File: src/rtl/risc_pkg.sv
// Shared constants for the VeriRISC-class accumulator CPU: opcode encodings
// and the eight-phase instruction cycle.
package risc_pkg;

  localparam logic [2:0] OP_HLT = 3'd0;
  localparam logic [2:0] OP_SKZ = 3'd1;
  localparam logic [2:0] OP_ADD = 3'd2;
  localparam logic [2:0] OP_AND = 3'd3;
  localparam logic [2:0] OP_XOR = 3'd4;
  localparam logic [2:0] OP_LDA = 3'd5;
  localparam logic [2:0] OP_STO = 3'd6;
  localparam logic [2:0] OP_JMP = 3'd7;

  typedef enum logic [2:0] {
    PHASE_INST_ADDR  = 3'd0,
    PHASE_INST_FETCH = 3'd1,
    PHASE_INST_LOAD  = 3'd2,
    PHASE_IDLE       = 3'd3,
    PHASE_OP_ADDR    = 3'd4,
    PHASE_OP_FETCH   = 3'd5,
    PHASE_ALU_OP     = 3'd6,
    PHASE_STORE      = 3'd7
  } phase_e;

endpackage

File: src/rtl/risc_cpu_if.sv
// Memory bus between the CPU core (master) and the unified instruction/data
// memory (slave).
interface risc_cpu_if #(
  parameter int AWIDTH = 5,
  parameter int DWIDTH = 8
);

  logic [AWIDTH-1:0] addr;
  logic [DWIDTH-1:0] wdata;
  logic [DWIDTH-1:0] rdata;
  logic              we;

  modport master (output addr, output wdata, output we, input rdata);
  modport slave  (input addr, input wdata, input we, output rdata);

endinterface

File: src/rtl/risc_memory.sv
// Unified 2**AWIDTH x DWIDTH instruction/data memory: combinational read,
// clocked write. Preloaded hierarchically through ram[].
module risc_memory #(
  parameter int AWIDTH = 5,
  parameter int DWIDTH = 8
) (
  input logic       clk,
  risc_cpu_if.slave mem_bus
);

  logic [DWIDTH-1:0] ram [0:2**AWIDTH-1];

  assign mem_bus.rdata = ram[mem_bus.addr];

  // NOTE: the array has no reset on purpose; the program image must survive rst.
  always_ff @(posedge clk) begin
    if (mem_bus.we) begin
      ram[mem_bus.addr] <= mem_bus.wdata;
    end
  end

endmodule

File: src/rtl/risc_cpu.sv
// Top level of the 8-bit accumulator CPU: phase controller, PC/IR/AC datapath
// and the unified memory. Each instruction runs a fixed 8-phase cycle.
module risc_cpu
  import risc_pkg::*;
#(
  parameter int AWIDTH = 5,
  parameter int DWIDTH = 8
) (
  input  logic clk,
  input  logic rst,
  output logic halt
);

  risc_cpu_if #(.AWIDTH(AWIDTH), .DWIDTH(DWIDTH)) mem_bus ();

  risc_memory #(.AWIDTH(AWIDTH), .DWIDTH(DWIDTH)) memory_inst (
    .clk     (clk),
    .mem_bus (mem_bus.slave)
  );

  phase_e            phase_q, phase_d;
  logic [AWIDTH-1:0] pc_q, pc_d;
  logic [DWIDTH-1:0] ir_q, ir_d;
  logic [DWIDTH-1:0] ac_q, ac_d;

  logic [2:0]        opcode;
  logic [AWIDTH-1:0] ir_addr;
  logic              zero;
  logic              mem_we;

  assign opcode  = ir_q[DWIDTH-1 -: 3];
  assign ir_addr = ir_q[AWIDTH-1:0];
  assign zero    = (ac_q == '0);
  assign halt    = (phase_q == PHASE_OP_ADDR) && (opcode == OP_HLT);

  // Fetch half of the cycle addresses the PC, execute half the IR operand.
  assign mem_bus.addr  = phase_q[2] ? ir_addr : pc_q;
  assign mem_bus.wdata = ac_q;
  assign mem_bus.we    = mem_we;

  // NOTE: state registers use non-blocking assignments so every flop samples
  // pre-edge values; the next-state logic below is purely combinational.
  always_ff @(posedge clk or posedge rst) begin
    if (rst) begin
      phase_q <= PHASE_INST_ADDR;
      pc_q    <= '0;
      ir_q    <= '0;
      ac_q    <= '0;
    end else begin
      phase_q <= phase_d;
      pc_q    <= pc_d;
      ir_q    <= ir_d;
      ac_q    <= ac_d;
    end
  end

  always_comb begin
    // NOTE: every output of this block gets a default first, so no path
    // through the case statement can infer a latch.
    phase_d = halt ? phase_q : phase_e'(phase_q + 3'd1);
    pc_d    = pc_q;
    ir_d    = ir_q;
    ac_d    = ac_q;
    mem_we  = 1'b0;

    unique case (phase_q)
      PHASE_INST_LOAD,
      PHASE_IDLE:     ir_d = mem_bus.rdata;
      PHASE_OP_ADDR:  if (!halt) pc_d = pc_q + AWIDTH'(1);
      PHASE_ALU_OP:   if (opcode == OP_SKZ && zero) pc_d = pc_q + AWIDTH'(1);
      PHASE_STORE: begin
        unique case (opcode)
          OP_ADD:  ac_d = ac_q + mem_bus.rdata;
          OP_AND:  ac_d = ac_q & mem_bus.rdata;
          OP_XOR:  ac_d = ac_q ^ mem_bus.rdata;
          OP_LDA:  ac_d = mem_bus.rdata;
          OP_STO:  mem_we = 1'b1;
          OP_JMP:  pc_d = ir_addr;
          default: ;
        endcase
      end
      default: ;
    endcase
  end

endmodule

File: config.mk
export PLATFORM = sky130hd
export DESIGN_NAME = risc_cpu
export DESIGN_NICKNAME = d
export VERILOG_FILES = /design/src/rtl/risc_pkg.sv /design/src/rtl/risc_cpu_if.sv /design/src/rtl/risc_memory.sv /design/src/rtl/risc_cpu.sv
export SDC_FILE = /design/constraint.sdc
export NUM_CORES = 1
export LEC_CHECK = 0
export ABC_AREA = 1
export CAP_MARGIN = 30
export CORE_MARGIN = 2
export CORE_UTILIZATION = 66
export CTS_BUF_LIST = sky130_fd_sc_hd__clkbuf_8
export DETAILED_ROUTE_END_ITERATION = 10
export PLACE_DENSITY = 0.8
export SYNTH_ARGS = -nofsm -noshare
export SYNTH_HDL_FRONTEND = slang
export SYNTH_SLANG_ARGS = --single-unit
File: constraint.sdc
create_clock -name clk -period 3.7 [get_ports clk]
set_input_delay 0.74 -clock clk [delete_from_list [all_inputs] [get_ports clk]]
set_output_delay 0.74 -clock clk [all_outputs]
set_load 0.01 [all_outputs]
; ---- After elaboration in Yosys (flattened, before gate mapping)
; Memory sizes are Yosys's and may differ from the RTL's.
; Cells that the tools add are included.
[classes]
muxes = 10
n_reduce_logical = 9
bitwise_logic = 2
addsub = 3
eq_ne = 15
[op_table]
columns = cell, count
row1 = one-hot mux 8 bit (4 select lines), 1
row2 = equality test 3 bit (second input constant), 7
row3 = two-way mux 5 bit, 4
row4 = one-hot mux 5 bit (3 select lines), 1
row5 = equality test 3 x 2 -> 1 bit (second input constant), 4
row6 = adder 8 bit, 1
row7 = AND 8 bit, 1
row8 = zero test 8 bit, 1
row9 = XOR 8 bit, 1
row10 = adder 5 x 1 -> 5 bit (second input constant), 1
row11 = two-way mux 1 bit, 4
row12 = inequality test 2 bit (second input constant), 2
row13 = AND reduction 4 bit, 1
row14 = nonzero test 4 bit, 1
row15 = adder 3 x 1 -> 3 bit (second input constant), 1
row16 = equality test 3 x 1 -> 1 bit (second input constant), 1
row17 = zero test 3 bit, 1
row18 = nonzero test 3 bit, 1
row19 = logical AND 1 bit, 2
row20 = inequality test 2 x 1 -> 1 bit (second input constant), 1
row21 = AND reduction 2 bit, 1
row22 = OR reduction 2 bit, 1
[word_totals]
out_inout_bits = 1
wordCells = 44
memories = 1
in_bits = 2
ramBits = 256
ff_bits = 24
[mem_list]
columns = memory, depth, word_bits, rd, rd_ports_with_merged_regs, wr, line_no
row1 = memory_inst.ram, 32, 8, 1, 0, 1, risc_memory.sv:11  ; logic [DWIDTH-1:0] ram [0:2**AWIDTH-1];

; ---- Longest topological paths before layout
[depth]
ltp_word = 5
mapped_depth = 28
mapped_depth_nobuf = 26

; ---- Modules after synthesis
; A second synthesis with hierarchy kept.
[hier_totals]
cells_unflattened = 1313
hier_area_um2 = 12658.4
[by_module_without_submodules]
columns = module, area_per_inst_um2, instances, cells_each, seq_area_each_um2
row1 = risc_memory, 10827.9, 1, 1055, 7687.4
row2 = risc_cpu, 1830.5, 1, 258, 600.6

; ---- Least setup slack after synthesis
; OpenSTA, ideal clock, no wires.
[synth_path]
path_type = register to register
start = reg phase_q[2]
end = reg ac_q[6]
slack_ps = 621
synth_period_minus_slack_ps = 3079
setup_time_ps = 118
arrival_ps = 2961
required_ps = 3582
path_buffers = 1
stages_incl_launch_ff = 24
path_cell_list = dfrtp_1 -> buf_6 -> o21ai_4 -> inv_6 -> nor3_4 -> nand2_1 -> nand2_1 -> nor2_1 -> nand2_1 -> inv_1 -> ha_1 -> fa_1 -> nand3_1 -> nand3_1 -> nand2_1 -> nand2_1 -> nand2_1 -> nand2_1 -> a21oi_1 -> o21ai_0 -> nand2_1 -> inv_1 -> nand2_1 -> nand2_1
[synth_via]
elab_chain_len = 4
word_cells_on_any_way = 8
cone_classes = 1 x add/sub / 1 x eq/ne / 2 x mux / 2 x bitwise / 1 x reduce/logical / 1 x memory
[synth_rtl]
columns = element, line_no
row1 = from (decl), risc_cpu.sv:21  ; phase_e phase_q, phase_d;
row2 = from (signal assigned), risc_cpu.sv:50  ; phase_q <= phase_d;
row3 = two-way mux 5 bit, risc_cpu.sv:37  ; assign mem_bus.addr = phase_q[2] ? ir_addr : pc_q;
row4 = memory read (32 x 8 bit), -
row5 = named net mem_bus.rdata[0], risc_cpu_if.sv:10  ; logic [DWIDTH-1:0] rdata;
row6 = adder 8 bit, risc_cpu.sv:73  ; OP_ADD: ac_d = ac_q + mem_bus.rdata;
row7 = one-hot mux 8 bit (4 select lines), risc_cpu.sv:72  ; unique case (opcode)
row8 = to (signal assigned), risc_cpu.sv:48  ; ac_q <= '0;
row9 = to (signal assigned), risc_cpu.sv:53  ; ac_q <= ac_d;
row10 = to (decl), risc_cpu.sv:24  ; logic [DWIDTH-1:0] ac_q, ac_d;
; The timed path passes the listed nets, and every way through them passes these cells.
; A chain may end at the register's enable or synchronous reset.

; ---- Worst setup path in the final report
; Ends and elaborated chain as after synthesis.

==> results.cfg <==
[logic_synthesis]
synth_edf_count = 256
syn_area_sq_um = 12800
synth_common_cells = 487 x nand2_1, 256 x edfxtp_1, 148 x inv_1
synth-simple-area-share_pct = 21.4
synth_flop_cell = edfxtp_1
synth.distinct_cells = 40
postSynthAreaPerCell_sq_um = 9.88
synth_top_area_share_pct = 60.0
synth_compound_area_share_pct = 5.45
yosysWarnings = 0
synth_top_cell_by_area = edfxtp_1
synth_seq_cells = 280
async_flop_share_pct = 8.57
muxShareOfSynthArea_pct = 0
synth_top_family_by_area = simple AND/OR/NAND/NOR gates
ys_seq_area_share_pct = 64.7
yosys-top-cells-area = edfxtp_1 60%, nand2_1 14%, dfrtp_1 4.7%, inv_1 4.3%, nor2_1 3.6%
synth_xor_area_share_pct = 0.479
synth.most_common_cell = nand2_1
postSynthCellCount = 1297
synth_adder_area_share_pct = 1.52
syn-num-nets = 1314

[layout]
antenna_cells = 0
seq_area_sq_um = 8290
fin_area_sq_um = 14300
num-fill-cells = 1291
multiInputGateArea_sq_um = 3740
area.growth.synth_to_final_pct = 11.5
drive_gt1_share_pct = 10.4
layout.nets = 1385
post-route-util_pct = 75.6
fin_cells = 1661

[global_route]
grt_pass1_wl_um = 46200
grt.total_usage_pct = 30.0
grt_overflow = 0
grt_max_degree = 58
first_global_vias = 8935
antenna_found_initial = 0

[worst_setup_path]
cp_max_fo = 9
r2r_end = ac_q[6]
worst_ep_arrival_time_ns = 3.92
reg2reg_slack_ns = 0.21
worstPathRequired_ns = 4.14
r2r-start = phase_q[2]
start_kind = flip-flop
crit_start = phase_q[2]
end_kind = flip-flop
crit_type = flip-flop to flip-flop
reg2reg_depth = 22

[hold_path]
min_from = ir_q[2]
min_to = ir_q[2]
hold_depth = 2
hp-class = flip-flop to flip-flop

[drt]
dr_total_vias = 9103
wl_um = 29400
routedWlPerCell_um = 17.7
ant_nets = 0
drt_iter0_drc = 1090
vias_per_cell = 5.48
firstDrtPassIters = 6
drcViolationCount = 0

[status]
outcome = complete, no violations

[power]
p_leak_uw = 0.00610
peakVddDrop_mv = 0.373
p_per_area_nw_per_um2 = 406

[floorplanning]
num_rows = 50
die_x_um = 143
io_pins = 3
die_y_um = 143
die_area_sq_um = 20500
core_area_sq_um = 18900
initial_core_util_pct = 67.8

[placement]
port_buffers = 2
placed_cell_area_sq_um = 13400
dp_slack_ns = 0.223
dp_cells = 1575
place.detailed.hpwl_um = 19200
place.gp.congestion = 0.920

[sta]
period_needed_ns = 3.49
rsz0062_at_grt = false
fin_crit_sh_pct = 94.2
drv_slew = 0
setup_ws_ns = 0.214
hold_viol_final = 0
skew_ns = 0.00960
tightest_slew_ns = 0.908
clock.fmax_ghz = 0.287
setup_viol = 0
slew_headroom_pct = 39.4
setup_tns_ns = 0

[clock_network]
cts_buffer_depth = 3
cts_tree = yes
clock_sinks = 280
cts.htree.levels = 2
clock-root-buffer = clkbuf_8
insertion_delay_ns = 0.55
clk_pin_slew_ns = 0.06
numCtsBuffers = 45

[run]
cap_violations = 0
[sequential cells by signal (all words and copies together) (netlist names)]
| signal | count |
|---|---|
| memory_inst.ram | 256 |
| ir_q | 8 |
| pc_q | 5 |
| ac_q | 8 |
| phase_q | 3 |
[power breakdown]
part	leakage, uW	internal (uW)	switching (uW)	total, uW
Clock	0.000450	1220	1170	2400
Sequential	0.00202	3400	0	3400
Combinational	0.00362	0.979	5.03	6.01
Total	0.00610	4630	1180	5810
[cell usage in the layout (no fill, tap or decap), types with 20 or more instances in the layout]
cell type and count:
o21ai_0 79, edfxtp_1 256, o21ai_1 20, dfrtp_1 23
nand3_1 36, nand2_1 486, clkbuf_8 46, buf_4 57
nor2_1 121, inv_1 159
[layout make-up]
| class | count | area share, % |
|---|---|---|
| clock buffer | 46 | 4.43 |
| clock inverter | 34 | 1.15 |
| inverter | 154 | 4.12 |
| multi-input combinational | 823 | 26.2 |
| sequential | 280 | 58.0 |
| tap | 260 | 2.28 |
| timing repair buffer | 64 | 3.84 |
[how the worst max path moves through the flow]
stage	to	slack, ns	depth (start not counted)
after global routing	ac_q[6]	0.0002	23
final	ac_q[6]	0.21	22
after CTS	ac_q[6]	0.20	23
after floorplan	ac_q[6]	0.62	23
after global placement	ac_q[6]	0.25	22
after detailed placement	ac_q[6]	0.22	23
[layer usage]
| metal | global-route usage (%) | up-vias | share of wire, % |
|---|---|---|---|
| met4 | 13.4 | 0 | 4.3 |
| met2 | 48.9 | 415 | 48 |
| met1 | 38.9 | 4227 | 40 |
| li1 | - | 4355 | - |
| met5 | 0 | - | 0 |
| met3 | 6.83 | 106 | 8.5 |
[kinds of logic after synthesis]
kind of cell             count (synthesis)
adder cells (fa/ha/maj)                 15
XOR/XNOR                                 7
buffers and inverters                  195
AO/OA/AOI/OAI                          125
AND/OR/NAND/NOR                        675
flip-flops                             280
[timing repair]
item,in CTS,in global routing
setup buffers,0,5
hold buffers,0,0
setup endpoints to repair,0,3
resized for setup,0,4
[stage by stage]
| step | hold WS, ns | power [uW] |
|---|---|---|
| after detailed placement | 0.523 | 3480 |
| after floorplan | 0.470 | 3470 |
| after global routing | 0.549 | 5950 |
| final | 0.531 | 5810 |
| after global placement | 0.522 | 3480 |
| after CTS | 0.535 | 5830 |
[critical path, cell delays in order, from the launching register on]
cell	delay, ns
dfrtp_2	0.47
buf_4	0.22
o21ai_4	0.37
inv_4	0.12
nor3_4	0.17
buf_4	0.20
nand2_1	0.11
nand2_1	0.11
nor2_1	0.10
and2_1	0.19
fa_1	0.43
nand3_1	0.11
nand3_1	0.12
nand2_1	0.08
nand2_1	0.05
nand2_1	0.05
nand2_1	0.06
a21oi_1	0.11
o21ai_0	0.09
nand2_1	0.06
inv_1	0.04
nand2_1	0.05
nand2_1	0.04
(Power assumes the default switching activity.)
==> edit 1, RTL diff (same settings) <==
`DWIDTH` is set to 8 in 3 places; all go to 6.
--- a/src/rtl/risc_cpu_if.sv
+++ b/src/rtl/risc_cpu_if.sv
@@ -4,3 +4,3 @@
   parameter int AWIDTH = 5,
-  parameter int DWIDTH = 8
+  parameter int DWIDTH = 6
 );
--- a/src/rtl/risc_memory.sv
+++ b/src/rtl/risc_memory.sv
@@ -4,3 +4,3 @@
   parameter int AWIDTH = 5,
-  parameter int DWIDTH = 8
+  parameter int DWIDTH = 6
 ) (
--- a/src/rtl/risc_cpu.sv
+++ b/src/rtl/risc_cpu.sv
@@ -6,3 +6,3 @@
   parameter int AWIDTH = 5,
-  parameter int DWIDTH = 8
+  parameter int DWIDTH = 6
 ) (
Formal check against the unedited RTL: same outputs for any inputs over 10 cycles, from zero or initial values and one cycle with rst high; that may be too few to reach the edited logic, so the function may still have changed.
==> edit 1 against the unedited design <==
Die area fell by 21%. Sequential cell count fell by 68. Hold slack improved by 25 ps. Highest routed layer unchanged. Area after synthesis fell by 22%. Worst setup slack improved by 67 ps. Largest power group unchanged. Final area fell by 24%. Power fell by 25%. Routed wire length fell by 22%. Critical path type unchanged. Largest cell class unchanged.
==> edit 1: results (changes against the unedited design) <==
Parameter                              Value

Status
  Run status    complete, no violations

Global routing
  Maximum number of pins on one net before global-route repair    66 (+14%)
  Global-route wire length before repair    36300 um (-21%)
  Number of global-route vias before repair    7079 (-21%)

Pwr
  Design Power    4370 uW (-25%)
  IR Drop Worst-Case VDD    0.318 mV (-15%)
  Proportion of total power due to net switching    20.2% (-0.14 points)
  Part of the power in the clock network    41.0% (-0.3 points)

Cells and area
  Largest registers ranked by flip-flop count    memory_inst.ram: 192 flops, ac_q: 6 flops, ir_q: 6 flops
  Layout Cells excl Fill    1299 (-22%)

Route
  Post-DR vias/cell    5.62 (+2.6%)
  Post-Route WL    22900 um (-22%)
  Routed length on met3    2100 um (-16%)
  Pre-Repair DR Iteration Count    5 (-1)

Synthesis
  Portion of the post-synthesis area used by sequential elements    62.7% (-2.0 points)
  Net count after synthesis    1087 (-17%)
  Arithmetic-cell share of the synthesized area counting full adders, half adders and majority gates    1.70% (+0.18 points)
  Share of synthesized flip-flops with an asynchronous set or reset    9.43% (+0.86 points)
  Count of cell types in the netlist    34 (-15%)
  Largest cells by area after synthesis    sky130_fd_sc_hd__edfxtp_1 (58%), sky130_fd_sc_hd__nand2_1 (20%), sky130_fd_sc_hd__dfrtp_1 (5.0%)

Place
  Placed cell areas    0.0102 mm^2 (-24%)
  Global placement routability congestion    0.930 (+1.1%)
  Detailed Place HPWL    14100 um (-27%)

Timing
  Headroom to the max-slew limit    45.6% (+6.2 points)
  Max frequency    0.293 GHz (+2.0%)
  Largest clock skew in the final design    25.8 ps (+16.2 ps)

Clocking
  Post-CTS Setup Repair Bufs    0 (unchanged)
  Number of instances resized during post-cts repair    0 (unchanged)
  TritonCTS Buffers    35 (-22%)

Critical path
  Capture point of the worst reg-to-reg path    ac_q[5]
  Worst-case register-to-register setup slack    280 ps (+70 ps)
  Arrival time at the worst endpoint    3820 ps (-100 ps)
-- edit 1: worst min path at each step --
stage / from / end / cells past startpoint / slack, ps
final: ir_q[1] / ir_q[1] / 2 / 560
after global routing: ir_q[2] / pc_q[2] / 2 / 620
after detailed placement: ir_q[1] / ir_q[1] / 2 / 530
after floorplan: ir_q[1] / ir_q[1] / 2 / 480
after global placement: ir_q[2] / pc_q[2] / 2 / 550
after CTS: ir_q[1] / ir_q[1] / 2 / 550
-- edit 1: cell type report --
class                      count  area (um^2)
clock buffer                  37          509
clock inverter                20         83.8
fill                        1054         3810
inverter                     121          457
multi-input combinational    703         3060
sequential                   212         6270
tap                          184          230
timing repair buffer          22          233
-- edit 1: routing by layer --
layer  vias up  track usage [%]
li1       3460                -
met1      3379             39.3
met2       385             48.5
met3        82             4.90
met4         0             12.3
met5         -                0
==> edit 2, RTL diff (same settings) <==
Made on the original files. Remove the case item `PHASE_ALU_OP` of the case on `phase_q`.
--- a/src/rtl/risc_cpu.sv
+++ b/src/rtl/risc_cpu.sv
@@ -69,3 +69,2 @@
       PHASE_OP_ADDR:  if (!halt) pc_d = pc_q + AWIDTH'(1);
-      PHASE_ALU_OP:   if (opcode == OP_SKZ && zero) pc_d = pc_q + AWIDTH'(1);
       PHASE_STORE: begin
Formal check against the unedited RTL: same outputs for any inputs over 10 cycles, from zero or initial values and one cycle with rst high; that may be too few to reach the edited logic, so the function may still have changed.
==> edit 2 against the unedited design <==
Sequential cell count unchanged. Routed wire length increased by 1.6%. Area after synthesis increased by 2.1%. Final area increased by 1.7%. Power increased by 2.0%. Worst setup slack improved by 100 ps. Critical endpoint unchanged. Largest power group unchanged. Highest routed layer unchanged.
==> edit 2: results (changes against the unedited design) <==
Parameter                              Value

Timing
  Headroom to the max-slew limit    34.8% (-4.6 points)
  Largest clock skew in the final design    14.8 ps (+5.17 ps)
  Period utilisation layout    91.5% (-2.7 points)

Pwr
  Proportion of total power due to net switching    19.9% (-0.37 points)
  Power density over the cells    407 mW/mm^2 (+0.24%)
  IR Drop Worst-Case VDD    0.449 mV (+21%)
  Power of the clock network    2510 uW (+5%)
  Cell leakage power    0.00678 uW (+11%)

Route
  Post-Route WL    29800 um (+1.6%)
  Detailed route wirelength on metal2    13800 um (-1.1%)
  Wire length on met1    12100 um (+4.2%)
  Number of design-rule violations left by the first detailed-router iteration    967 (-11%)
  Routed length on met3    2440 um (-2.2%)

Critical path
  Delay contributed by the slowest stage of the critical path    450 ps (-20 ps)
  Arrival time at the worst endpoint    3870 ps (-50 ps)
  Depth of the worst register-to-register path    24 (+9.1%)

Status
  Run status    complete, no violations

Global routing
  Number of global-route vias before repair    8891 (-0.49%)
  Global-route met1 utilization    39.5% (+0.57 points)
  GR Layer Usage met3    5.73% (-1.1 points)
  Maximum number of pins on one net before global-route repair    69 (+19%)

Synthesis
  Compound-Gate Fraction of Synth Area    3.87% (-1.6 points)
  Mapped Cells    1388 (+7.0%)
  Share of the synthesized netlist area taken by xor and xnor gates    0.268% (-0.21 points)
  Largest cells by area after synthesis    sky130_fd_sc_hd__edfxtp_1 (59%), sky130_fd_sc_hd__nand2_1 (17%), sky130_fd_sc_hd__inv_1 (5.6%)

Place
  Detailed Place HPWL    18500 um (-3.9%)

Hold path
  Worst hold path startpoint    ir_q[1]

Cells and area
  Layout Nets    1455 (+5.1%)
  Layout clock buffers    48 (+4.3%)
-- edit 2: cell types whose count changed in the layout (fill, tap and decap cells not counted), moves of 6 or more --
cell / before / now
sky130_fd_sc_hd__o21ai_1: 20 / 6
sky130_fd_sc_hd__a21oi_1: 12 / 5
sky130_fd_sc_hd__inv_1: 159 / 208
sky130_fd_sc_hd__nand3b_1: 3 / 9
sky130_fd_sc_hd__nand2_1: 486 / 590
sky130_fd_sc_hd__nor2_1: 121 / 91
sky130_fd_sc_hd__buf_4: 57 / 37
sky130_fd_sc_hd__o21ai_0: 79 / 55
-- edit 2: what timing repair did --
| action | in CTS | in global routing |
|---|---|---|
| buffers inserted | 0 | 2 |
| resized for setup | 0 | 1 |
| setup endpoints to repair | 0 | 3 |
